`config.mk`:
```
export PLATFORM = sky130hd
export DESIGN_NAME = mo_hpos_countdown
export DESIGN_NICKNAME = d
export VERILOG_FILES = /design/src/rtl/mo_pkg.sv /design/src/rtl/mo_gfx_shifter.sv /design/src/rtl/mo_hpos_countdown.sv
export SDC_FILE = /design/constraint.sdc
export NUM_CORES = 1
export LEC_CHECK = 0
export ABC_CLOCK_PERIOD_IN_PS = 3350
export CAP_MARGIN = 20
export CORE_UTILIZATION = 59
export CTS_CLUSTER_DIAMETER = 120
export DETAILED_ROUTE_END_ITERATION = 10
export PLACE_DENSITY = 0.82
export SLEW_MARGIN = 25
export SYNTH_ARGS = -nofsm -noshare
export SYNTH_HDL_FRONTEND = slang
export SYNTH_SLANG_ARGS = --single-unit
```
`constraint.sdc`:
```
create_clock -name clk -period 3.35 [get_ports clk]
set_clock_uncertainty 0.05 [all_clocks]
set_input_delay 1.005 -clock clk [delete_from_list [all_inputs] [get_ports clk]]
set_output_delay 1.005 -clock clk [all_outputs]
set_load 0.01 [all_outputs]
```
`src/rtl/mo_pkg.sv`:
```
// Shared definitions for the motion-object horizontal position path:
// FSM state encoding and default geometry constants.
package mo_pkg;

  localparam int MO_POS_WID = 8;
  localparam int MO_PIX     = 16;
  localparam int MO_BPP     = 2;

  typedef enum logic [1:0] {
    IDLE  = 2'd0,
    ARMED = 2'd1,
    DRAW  = 2'd2
  } mo_state_e;

endpackage

```
`src/rtl/mo_gfx_shifter.sv`:
```
// Parallel-load, left-shifting graphics row register. The current pixel
// is always the top BPP bits; each shift brings the next pixel up and
// zero-fills from the bottom.
module mo_gfx_shifter #(
  parameter int PIX = 16,
  parameter int BPP = 2
) (
  input  logic               clk,
  input  logic               reset_n,
  input  logic               load,
  input  logic               shift,
  input  logic [PIX*BPP-1:0] load_val,
  output logic [BPP-1:0]     top_bits
);

  localparam int W = PIX * BPP;

  logic [W-1:0] shreg_q;
  logic [W-1:0] shreg_d;

  // Next row contents: a load wins over a shift, otherwise hold.
  always_comb begin
    shreg_d = shreg_q;
    if (load) begin
      shreg_d = load_val;
    end else if (shift) begin
      shreg_d = {shreg_q[W-BPP-1:0], {BPP{1'b0}}};
    end
  end

  // Row register with asynchronous clear.
  always_ff @(posedge clk or negedge reset_n) begin
    if (!reset_n) begin
      shreg_q <= '0;
    end else begin
      shreg_q <= shreg_d;
    end
  end

  assign top_bits = shreg_q[W-1 -: BPP];

endmodule

```
`src/rtl/mo_hpos_countdown.sv`:
```
// Motion-object horizontal position counter. A line_start pulse arms the
// object with its shadowed position; the position counts down on enabled
// pixel clocks and, once it expires, the shadowed graphics row is shifted
// out one pixel per enabled clock. PIX must be a power of two >= 2.
module mo_hpos_countdown
  import mo_pkg::*;
#(
  parameter int WID = MO_POS_WID,
  parameter int PIX = MO_PIX,
  parameter int BPP = MO_BPP
) (
  input  logic               clk,
  input  logic               reset_n,
  input  logic               en,
  input  logic               line_start,
  input  logic               ld_n,
  input  logic [WID-1:0]     d,
  input  logic [PIX*BPP-1:0] gfx,
  output logic               busy,
  output logic               rco,
  output logic               pix_valid,
  output logic [BPP-1:0]     pix
);

  localparam int IW = $clog2(PIX);

  mo_state_e          state_q, state_d;
  logic [WID-1:0]     cnt_q, cnt_d;
  logic [WID-1:0]     pos_sh_q, pos_sh_d;
  logic [PIX*BPP-1:0] gfx_sh_q, gfx_sh_d;
  logic [IW-1:0]      idx_q, idx_d;
  logic               sh_load;
  logic               sh_shift;
  logic [BPP-1:0]     sh_top;

  // Next-state logic: shadow load is independent of the FSM; line_start
  // re-arms unconditionally (using the pre-load shadow), otherwise the
  // counter/row only advance on enabled pixel clocks.
  always_comb begin
    state_d  = state_q;
    cnt_d    = cnt_q;
    pos_sh_d = pos_sh_q;
    gfx_sh_d = gfx_sh_q;
    idx_d    = idx_q;
    sh_load  = 1'b0;
    sh_shift = 1'b0;

    if (!ld_n) begin
      pos_sh_d = d;
      gfx_sh_d = gfx;
    end

    if (line_start) begin
      cnt_d   = pos_sh_q;
      idx_d   = '0;
      state_d = ARMED;
      sh_load = 1'b1;
    end else if (en) begin
      case (state_q)
        ARMED: begin
          if (cnt_q == '0) begin
            state_d = DRAW;
          end else begin
            cnt_d = cnt_q - WID'(1);
          end
        end
        DRAW: begin
          sh_shift = 1'b1;
          idx_d    = idx_q + IW'(1);
          if (idx_q == IW'(PIX - 1)) begin
            state_d = IDLE;
          end
        end
        default: begin
          state_d = state_q;
        end
      endcase
    end
  end

  // State, counter and shadow registers with asynchronous clear.
  always_ff @(posedge clk or negedge reset_n) begin
    if (!reset_n) begin
      state_q  <= IDLE;
      cnt_q    <= '0;
      pos_sh_q <= '0;
      gfx_sh_q <= '0;
      idx_q    <= '0;
    end else begin
      state_q  <= state_d;
      cnt_q    <= cnt_d;
      pos_sh_q <= pos_sh_d;
      gfx_sh_q <= gfx_sh_d;
      idx_q    <= idx_d;
    end
  end

  mo_gfx_shifter #(
    .PIX(PIX),
    .BPP(BPP)
  ) u_shifter (
    .clk     (clk),
    .reset_n (reset_n),
    .load    (sh_load),
    .shift   (sh_shift),
    .load_val(gfx_sh_q),
    .top_bits(sh_top)
  );

  assign busy      = (state_q == ARMED) || (state_q == DRAW);
  assign rco       = (state_q == ARMED) && (cnt_q == '0) && en;
  assign pix_valid = (state_q == DRAW);
  assign pix       = (state_q == DRAW) ? sh_top : '0;

endmodule

```
==> results_dict.tcl, run 1 <==
set metrics [dict create \
    dieArea_sq_mm 0.00672 \
    p_switching_mw 0.584 \
    vias 2493 \
    hp-start "pos_sh_q[3]" \
    grt_start_max_net_pins 49 \
    cts-root-buf "clkbuf_8" \
    r2r_start "state_q[0]" \
    drc_errors 0 \
    area_growth_pct 19.9 \
    worst-path-max-fanout 2 \
    synth-edff-count 0 \
    critical_path.slowest_cell "clkdlybuf4s50_1" \
    period_minus_slack_ns 3.27 \
    hold_path_class "flop to flop" \
    wl_met1_um 2920 \
    crit_arrival_ns 2.21 \
    power_frac_comb_pct 14.1 \
    wl_met2_um 3200 \
    place_ws_ns 0.0854 \
    report.final.slew_viol_count 0 \
    top_layer "met4" \
    yosysTopAreaCell "dfrtp_1" \
    r2r_cells 6 \
    tns_ns 0 \
    nets 416 \
    worst_slew_pin_slew_ns 0.898 \
    power_density_mw_per_mm2 481 \
    leakage_nw 2.12 \
    ys.flop_type "dfrtp_1" \
    die_w_um 82.0 \
    max_cap_violations 0 \
    switching_share_pct 26.9 \
    cts.path.max_buffers 2 \
    ys_seq_elements 86 \
    via_per_inst 5.59 \
    num_antenna_cells 0 \
    io-pin-count 50 \
    fp.dieH_um 82.0 \
    crit_type "input pin to output pin" \
    synth.top_cells.by_area "dfrtp_1 (57%), mux2_2 (13%), mux2i_1 (8.5%), o21ai_0 (5.3%), nand2_1 (4.4%)" \
    syn_area_sq_mm 0.00377 \
    path_cells "clkdlybuf4s50_1 > nand2_1 > nor2_1 > clkdlybuf4s50_1" \
    clock_power_share_pct 29.6 \
    crit_start "en" \
    p_seq_share_pct 56.4 \
    synthArstFlopShare_pct 100 \
    dp_hpwl_um 4280 \
    worstHoldEndpoint "cnt_q[3]" \
    path_common_cell "clkdlybuf4s50_1" \
    setup_viol 0 \
    antenna_found_initial 0 \
    core_sq_mm 0.00603 \
    layout_setup_ws_ns 0.0841 \
    route.met3.wl_um 234 \
    hold_viol 0 \
    tritoncts "done" \
    peakVddDrop_mv 0.321 \
    grt_pass1_wl_um 11000 \
    portBuffers 49 \
    start_util_pct 62.6 \
    clkTransAtPathRegs_ns 0.08 \
    htree_levels 3 \
    max_stage_delay_ns 0.54 \
    rows 28 \
    r2r_end "u_shifter.shreg_q[17]" \
    syn_nets 368 \
    grtUsageTotal_pct 22.2 \
    rrSetupSlack_ns 1.43 \
    slew_headroom_pct 40.1 \
    status "finished, final reports clean" \
    seq_area_frac_synth_pct 57.1 \
    cellInternalPower_mw 1.59 \
    fmaxAchievable_ghz 0.306 \
    avgSynthCellArea_sq_um 11.9 \
    ant_nets 0 \
    grt_pass1_vias 2453 \
    cp-end-kind "output pin" \
    drive_gt1_share_pct 18.9 \
    synthCells 318 \
    gp_congestion 0.819 \
    worstSkewPairLatency_ns 0.35 \
    critPathRequiredTime_ns 2.29 \
    layout_common_cells "dfrtp_1 (86), clkdlybuf4s50_1 (46), nand2_1 (44)" \
    drt-total-wl_um 6470 \
    drtIter0Drc 109 \
    synth_top_area_share_pct 57.1 \
    wl_per_cell_um 14.5 \
    yosys_warnings 0 \
    startpoint_type "input pin" \
    rsz0062_at_grt "no" \
    cts_buffers 9 \
    clkSinkCount 86 \
    overflow 0 \
    holdPathStages 2 \
    ys_types 35 \
    final_common_cell "dfrtp_1" \
    drt_pass1_iterations 4 \
    fin_crit_sh_pct 97.5 \
]
-- worst max-delay path by stage --
stage                      to  slack (ns)  cells past startpoint
after global routing      rco        0.03                      6
after floorplan           rco        0.83                      3
after detailed placement  rco        0.09                      4
after CTS                 rco        0.08                      6
after global placement    rco        0.09                      4
final                     rco        0.08                      4
-- flip-flops by register name (all words and copies together) (netlist names) --
signal,count
gfx_sh_q,32
u_shifter.shreg_q,32
cnt_q,8
pos_sh_q,8
idx_q,4
state_q,2
-- metrics by stage --
step           utilization (%)  area, sq um  hold slack, ns  total power, mW  instances
6_report                  75.0         4520           0.434             2.17        446
5_1_grt                   75.0         4520           0.469             2.28        446
4_1_cts                   74.9         4520           0.442             2.20        446
3_5_place_dp              72.0         4340           0.419             1.55        430
3_3_place_gp              72.0         4340           0.407             1.53        430
2_1_floorplan                -         3770           0.394             1.42        318
-- Yosys cell counts (2+ instances only) --
| library cell | number |
|---|---|
| nand3_1 | 3 |
| or3_1 | 3 |
| buf_2 | 4 |
| nand4b_1 | 2 |
| buf_1 | 5 |
| mux2i_1 | 32 |
| nand2_1 | 44 |
| nor2_1 | 5 |
| a31oi_1 | 2 |
| ha_1 | 5 |
| o21ai_0 | 40 |
| and2_1 | 2 |
| xnor2_1 | 2 |
| clkbuf_1 | 9 |
| inv_1 | 7 |
| xor2_1 | 2 |
| a21oi_1 | 7 |
| dfrtp_1 | 86 |
| mux2_2 | 42 |
-- cell families (layout without fill, tap and decap cells) --
kind of cell | after synthesis | in the layout | share of synthesized area [%]
buffers and inverters | 25 | 78 | 2.62
muxes | 75 | 75 | 21.3
adders and majority gates | 5 | 5 | 1.66
DFF | 86 | 86 | 57.1
xor gates and xnor gates | 4 | 4 | 0.929
and+or+nand+nor | 69 | 69 | 8.86
AOI/OAI and AO/OA | 54 | 54 | 7.53
-- power groups by stage --
stage	sequential [mW]	combinational [mW]	clock (mW)
4_1_cts	1.22	0.308	0.663
3_5_place_dp	1.24	0.305	0
2_1_floorplan	1.22	0.193	0
6_report	1.23	0.306	0.643
5_1_grt	1.24	0.344	0.697
3_3_place_gp	1.24	0.290	0
-- cell type report --
cell class,instances,area [sq um]
Clock buffer,9,124
Clock inverter,7,51.3
Fill cell,433,1500
Inverter,7,26.3
Multi-Input combinational cell,207,1530
Sequential cell,86,2150
Tap cell,75,93.8
Timing Repair Buffer,55,548
-- critical path: cells and delay by family --
| family | cells | cell delay (ns) |
|---|---|---|
| and+or+nand+nor | 2 | 0.17 |
| buffers and inverters | 2 | 1.03 |
-- metal layers --
| metal | vias up | GRT usage, % |
|---|---|---|
| li1 | 1204 | - |
| met1 | 1229 | 27.8 |
| met2 | 50 | 36.5 |
| met3 | 10 | 4.56 |
| met4 | 0 | 11.1 |
| met5 | - | 0 |
-- timing repair --
| item | 4_1_cts | 5_1_grt |
|---|---|---|
| setup buffers | 0 | 0 |
| endpoints found under the setup margin | 0 | 1 |
| hold buffers | 0 | 0 |
| gates resized for setup | 0 | 1 |
(Power assumes the default switching activity.)
==> run 2, diff against run 1 <==
CTS_CLUSTER_DIAMETER = not set   (was 120)
TNS_END_PERCENT = 10   (was not set)
==> results of run 2 <==
No change in the layout: final DEF, timing and power equal those of run 1.
